--- src/rtl/sine_dds_multi_if.sv ---
// Control/sample bus for sine_dds_multi: master supplies tuning and offsets,
// slave returns packed per-channel samples, valid tag and accumulator.
interface sine_dds_multi_if #(
    parameter int CHANNELS   = 2,
    parameter int SINE_SIZE  = 13,
    parameter int ACC_WIDTH  = 24,
    parameter int PHASE_SIZE = 8
);
    logic                           enable;
    logic                           sync_clear;
    logic [ACC_WIDTH-1:0]           freq_word;
    logic [CHANNELS*PHASE_SIZE-1:0] phase_offset;
    logic [CHANNELS*SINE_SIZE-1:0]  sine;
    logic [CHANNELS*SINE_SIZE-1:0]  cosine;
    logic                           valid;
    logic [ACC_WIDTH-1:0]           phase_acc;

    modport master (output enable, sync_clear, freq_word, phase_offset,
                    input  sine, cosine, valid, phase_acc);
    modport slave  (input  enable, sync_clear, freq_word, phase_offset,
                    output sine, cosine, valid, phase_acc);
endinterface

--- src/rtl/sine_dds_multi.sv ---
// Multi-channel DDS: one shared phase accumulator, per-channel signed offsets,
// quarter-wave LUT. Define SINE_DDS_QUADRATURE_EN to also produce cosine outputs.
module sine_dds_multi #(
    parameter int CHANNELS   = 2,
    parameter int SINE_SIZE  = 13,
    parameter int LUT_ADDR   = 8,
    parameter int ACC_WIDTH  = 24,
    parameter int PHASE_SIZE = 8
) (
    input  logic            clock,
    input  logic            reset,
    sine_dds_multi_if.slave bus
);
    localparam int  LUT_N   = 1 << LUT_ADDR;
    localparam int  MAG_W   = SINE_SIZE - 1;
    localparam int  SHIFT   = ACC_WIDTH - PHASE_SIZE;
    localparam int  TOP     = LUT_ADDR + 2;
    localparam real HALF_PI = 1.5707963267948966;

    // Half-LSB sample points keep the quarter-wave mirror free of duplicate peak/zero.
    function automatic logic [MAG_W-1:0] lut_entry(input int k);
        real x, term, sum;
        x    = HALF_PI * (real'(k) + 0.5) / real'(LUT_N);
        term = x;
        sum  = 0.0;
        for (int n = 0; n < 12; n++) begin
            sum  = sum + term;
            term = -term * x * x / real'((2*n+2) * (2*n+3));
        end
        return MAG_W'($rtoi(real'((1 << MAG_W) - 1) * sum + 0.5));
    endfunction

    logic [MAG_W-1:0] lut [LUT_N];
    for (genvar k = 0; k < LUT_N; k++) begin : g_lut
        assign lut[k] = lut_entry(k);
    end

    logic [ACC_WIDTH-1:0]               acc_d, acc_q;
    logic [2:1]                         vld_pipe_d, vld_pipe_q;
    logic [CHANNELS-1:0][LUT_ADDR-1:0]  addr_d, addr_q;
    logic [CHANNELS-1:0]                neg_d, neg_q;
    logic [CHANNELS-1:0][SINE_SIZE-1:0] sine_d, sine_q;

    always_comb begin
        acc_d = acc_q;
        if (bus.sync_clear)  acc_d = '0;
        else if (bus.enable) acc_d = acc_q + bus.freq_word;
        vld_pipe_d = {vld_pipe_q[1], bus.enable};
    end

`ifdef SINE_DDS_QUADRATURE_EN
    logic [CHANNELS-1:0][LUT_ADDR-1:0]  caddr_d, caddr_q;
    logic [CHANNELS-1:0]                cneg_d, cneg_q;
    logic [CHANNELS-1:0][SINE_SIZE-1:0] cos_d, cos_q;
`endif

    for (genvar c = 0; c < CHANNELS; c++) begin : g_ch
        logic [PHASE_SIZE-1:0] off;
        logic [1:0]            q;
        logic [LUT_ADDR-1:0]   idx;
        logic [SINE_SIZE-1:0]  mag;

        // Offset lands in the top bits; only quadrant + index survive, the rest truncates.
        assign off       = bus.phase_offset[c*PHASE_SIZE +: PHASE_SIZE];
        assign {q, idx}  = TOP'((acc_q + (ACC_WIDTH'(off) << SHIFT)) >> (ACC_WIDTH - TOP));
        assign addr_d[c] = q[0] ? ~idx : idx;
        assign neg_d[c]  = q[1];
        assign mag       = SINE_SIZE'(lut[addr_q[c]]);
        assign sine_d[c] = neg_q[c] ? -mag : mag;

`ifdef SINE_DDS_QUADRATURE_EN
        logic [1:0]           qc;
        logic [SINE_SIZE-1:0] cmag;
        assign qc         = q + 2'd1;
        assign caddr_d[c] = qc[0] ? ~idx : idx;
        assign cneg_d[c]  = qc[1];
        assign cmag       = SINE_SIZE'(lut[caddr_q[c]]);
        assign cos_d[c]   = cneg_q[c] ? -cmag : cmag;
`endif
    end

    always_ff @(posedge clock or negedge reset) begin
        if (!reset) begin
            acc_q      <= '0;
            vld_pipe_q <= '0;
            addr_q     <= '0;
            neg_q      <= '0;
            sine_q     <= '0;
        end else begin
            acc_q      <= acc_d;
            vld_pipe_q <= vld_pipe_d;
            addr_q     <= addr_d;
            neg_q      <= neg_d;
            sine_q     <= sine_d;
        end
    end

`ifdef SINE_DDS_QUADRATURE_EN
    always_ff @(posedge clock or negedge reset) begin
        if (!reset) begin
            caddr_q <= '0;
            cneg_q  <= '0;
            cos_q   <= '0;
        end else begin
            caddr_q <= caddr_d;
            cneg_q  <= cneg_d;
            cos_q   <= cos_d;
        end
    end
    assign bus.cosine = cos_q;
`else
    assign bus.cosine = '0;
`endif

    assign bus.sine      = sine_q;
    assign bus.valid     = vld_pipe_q[2];
    assign bus.phase_acc = acc_q;
endmodule

--- src/flat_wrapper.sv ---
// flat-port wrapper written by rule: the top's interface ports become plain ports
module sine_dds_multi_flat 
#(
    parameter int CHANNELS   = 2,
    parameter int SINE_SIZE  = 13,
    parameter int LUT_ADDR   = 8,
    parameter int ACC_WIDTH  = 24,
    parameter int PHASE_SIZE = 8
)
  (clock, reset, bus_enable, bus_sync_clear, bus_freq_word, bus_phase_offset, bus_sine, bus_cosine, bus_valid, bus_phase_acc);
  sine_dds_multi_if #(.CHANNELS(CHANNELS), .SINE_SIZE(SINE_SIZE), .ACC_WIDTH(ACC_WIDTH), .PHASE_SIZE(PHASE_SIZE)) bus_i ();
  input  logic clock;
  input  logic reset;
  input wire logic [$bits(bus_i.enable)-1:0] bus_enable;
  input wire logic [$bits(bus_i.sync_clear)-1:0] bus_sync_clear;
  input wire logic [$bits(bus_i.freq_word)-1:0] bus_freq_word;
  input wire logic [$bits(bus_i.phase_offset)-1:0] bus_phase_offset;
  output wire logic [$bits(bus_i.sine)-1:0] bus_sine;
  output wire logic [$bits(bus_i.cosine)-1:0] bus_cosine;
  output wire logic [$bits(bus_i.valid)-1:0] bus_valid;
  output wire logic [$bits(bus_i.phase_acc)-1:0] bus_phase_acc;
  assign bus_i.enable = bus_enable;
  assign bus_i.sync_clear = bus_sync_clear;
  assign bus_i.freq_word = bus_freq_word;
  assign bus_i.phase_offset = bus_phase_offset;
  assign bus_sine = bus_i.sine;
  assign bus_cosine = bus_i.cosine;
  assign bus_valid = bus_i.valid;
  assign bus_phase_acc = bus_i.phase_acc;
  sine_dds_multi #(.CHANNELS(CHANNELS), .SINE_SIZE(SINE_SIZE), .LUT_ADDR(LUT_ADDR), .ACC_WIDTH(ACC_WIDTH), .PHASE_SIZE(PHASE_SIZE)) u_core (.clock(clock), .reset(reset), .bus(bus_i));
endmodule
--- config.mk ---
export PLATFORM = sky130hd
export DESIGN_NAME = sine_dds_multi_flat
export DESIGN_NICKNAME = d
export VERILOG_FILES = /design/src/rtl/sine_dds_multi_if.sv /design/src/rtl/sine_dds_multi.sv /design/src/flat_wrapper.sv
export SDC_FILE = /design/constraint.sdc
export NUM_CORES = 1
export LEC_CHECK = 0
export BUFFER_PORTS_ARGS = -buffer_cell sky130_fd_sc_hd__buf_2
export CAP_MARGIN = 15
export CORE_MARGIN = 2
export CORE_UTILIZATION = 36
export DETAILED_ROUTE_END_ITERATION = 10
export SYNTH_ARGS = -nofsm -noshare
export SYNTH_HDL_FRONTEND = slang
export SYNTH_SLANG_ARGS = --single-unit
--- constraint.sdc ---
create_clock -name clock -period 5.76 [get_ports clock]
set_clock_uncertainty 0.1 [all_clocks]
set_input_delay 0.576 -clock clock [delete_from_list [all_inputs] [get_ports clock]]
set_output_delay 0.576 -clock clock [all_outputs]
set_load 0.01 [all_outputs]
==> run metrics <==
status=completed; dpl ws=1.58 ns; residual DRC count=0; initial antenna violation count=1; yosys warns=0; layout cell share with drive strength beyond 1=0.125; Clock H-tree levels=3; register area share after synthesis=0.163; Global Route Usage Sum=0.237; dominant synthesized flop cell=dfrtp_1; startpoint types=register; routed vias/inst=6.33; fraction of registers with async set/reset=1.00; final WL=37.8 mm; Post-CTS Hold Buffers=0; FF+latch count, synth=70; IO buf count=94; Iter 0 DRT Violations=2,122; element type at the critical path end=register; Core Rows=63; placed insts=1,795; unrepaired setup endpoints after global routing=no; Die ar.=0.0312 mm2; slew margin rel.=0.259; Total Nets Final=1,528; vias in the first global route=10,400; CTS tree=yes; via count=11,500; dpl hpwl=26.4 mm; CP Data Arrival Time=4.42 ns; clk_lat worst skew=0.36 ns; clock period minus worst slack=4.32 ns; data required time of the worst path=5.86 ns; Least-Margin Pin Slew=1.10 ns; P&R area growth vs syn=6.15%; crit-path max FO=17; Final Max Slew Viols=0; Post-Synthesis Cells=1,430; Setup Viol. Count Final=0; Max Buffers Root-to-Sink=2; clk sinks=70; Worst-path clk slew=0.06 ns; DRT Pass-1 Iters=6; starting density of the core=0.364; Hold Path Class=in -> async; die width=177 um; crit path kind=reg -> reg; Routed WL per cell=20.9 um; final period utilization=0.750; final antenna-violating net count=0; setup total negative slack=0 ns; Post-Syn Area=0.0107 mm2; first-pass GRT wire length=59.1 mm; Die Span Y=177 um; post-CTS setup repair buffer count=0; Clock Tree Root=clkbuf_16; synth unique cells=93; pin count of the biggest net entering global routing=89; Ports=121; number of synthesized flops with an enable pin=0; GRT overflow=0; final worst slack=1.44 ns; syn_area_per_cell=7.50 um2; CTS buffer count=9; MaxCap Viol Count=0; non-filler cells, final=1,812; post_cts resized=0; Hold Fails Final Rpt=0; fmax=231 MHz; core area=0.0295 mm2; GP Congestion=1.01
cell type report:
cell class / instances / area, um2
flip-flops and latches: 70 / 1760
fillers: 3134 / 18100
multi-input cells: 1182 / 8080
clock inverters: 6 / 68.8
inverters: 42 / 158
well taps: 390 / 488
diodes: 1 / 2.50
clock buffers: 10 / 229
repair buffers: 111 / 601
per-layer routing:
layer,wire length (um),share of wire,global-route usage,up-vias
li1,-,-,-,5251
met1,15800,0.42,0.327,5289
met5,0,0,0,-
met3,4130,0.11,0.0475,149
met2,16300,0.43,0.359,788
met4,1650,0.044,0.100,0
kinds of logic (layout without fill, tap and decap cells):
group	after synthesis	in the layout	synth area share
AOI/OAI and AO/OA	527	527	0.335
and+or+nand+nor	447	447	0.214
buffers and inverters	203	169	0.0924
xor gates and xnor gates	79	79	0.0645
DFF	70	70	0.163
adders and majority gates	68	68	0.0814
muxes	35	35	0.0492
other	1	27	0.000350
synthesized netlist by cell type (10+ instances only):
library cell	count	area [um2]
ha_1	65	813
o21a_1	11	82.6
nand3_1	26	130
nor3_1	50	250
and2_1	10	62.6
or3_1	11	68.8
o211ai_1	11	82.6
clkbuf_1	65	244
nor3b_1	10	75.1
a31oi_1	24	150
o31ai_1	23	173
dfrtp_1	70	1750
o311a_1	13	130
o21bai_1	16	120
mux4_2	14	315
a21o_1	19	143
a21oi_1	119	596
xor2_1	20	175
buf_2	45	225
nand2b_1	46	288
o21ai_0	110	551
nor2b_1	40	250
and3_1	10	62.6
nand2_1	74	278
inv_1	40	150
o311ai_0	17	149
a211oi_1	34	255
nor2_1	123	462
a311oi_1	16	140
buf_1	10	37.5
mux2i_1	19	190
o221ai_1	13	114
xnor2_1	59	517
buf_4	36	270
state kept, by name, indices dropped and copies added (netlist names):
| register | count |
|---|---|
| u_core.bus.sine | 26 |
| u_core.bus.phase_acc | 24 |
| u_core.addr_q | 16 |
| u_core.neg_q | 2 |
| u_core.vld_pipe_q | 2 |
layout by cell type, fill, tap and decap left out, drive strengths merged, types with 14 or more instances in the layout:
cell type / n
o31ai: 24
dfrtp: 70
nor3: 51
a21o: 19
nand2: 76
nor2: 124
o21ai: 112
xnor2: 59
a31oi: 24
buf: 111
a21oi: 120
conb: 26
nor2b: 41
ha: 65
mux2i: 19
o21bai: 16
nand3: 26
xor2: 20
mux4: 14
o311ai: 17
nand2b: 46
a311oi: 16
a211oi: 34
inv: 43
critical path: stages (launching register included):
cell     delay [ns]
dfrtp_1        0.36
buf_4          0.21
inv_1          0.22
ha_1           0.43
nor2b_1        0.87
nor2_1         0.08
mux4_2         0.49
mux4_2         0.45
o22ai_1        0.35
nor2_1         0.11
nand4_1        0.20
o21ai_0        0.14
xor2_1         0.17
stage by stage:
step | cell area [um2] | utilization | hold slack (ns)
3_3_place_gp | 11100 | 0.376 | 0.235
4_1_cts | 11400 | 0.386 | 0.274
2_1_floorplan | 10800 | - | 0.180
6_report | 11400 | 0.386 | 0.223
3_5_place_dp | 11100 | 0.376 | 0.258
5_1_grt | 11400 | 0.386 | 0.275
final timing paths:
check	start	to	slack [ns]	cells after the start
min in group clock	u_core.vld_pipe_q[1]$_DFF_PN0_	u_core.vld_pipe_q[2]$_DFF_PN0_	0.27	0
hold reg to reg	u_core.vld_pipe_q[1]$_DFF_PN0_	u_core.vld_pipe_q[2]$_DFF_PN0_	0.27	0
hold / removal	reset	u_core.bus.sine[24]$_DFF_PN0_	0.22	1
max in group asynchronous	reset	u_core.addr_q[3]$_DFF_PN0_	4.56	1
setup reg to reg	u_core.addr_q[9]$_DFF_PN0_	u_core.bus.sine[20]$_DFF_PN0_	1.44	12
setup / recovery	u_core.addr_q[9]$_DFF_PN0_	u_core.bus.sine[20]$_DFF_PN0_	1.44	12
Power is left out: the tool's default activity adds up to more than one toggle a clock period on the data nets, which glitch-free logic cannot reach.
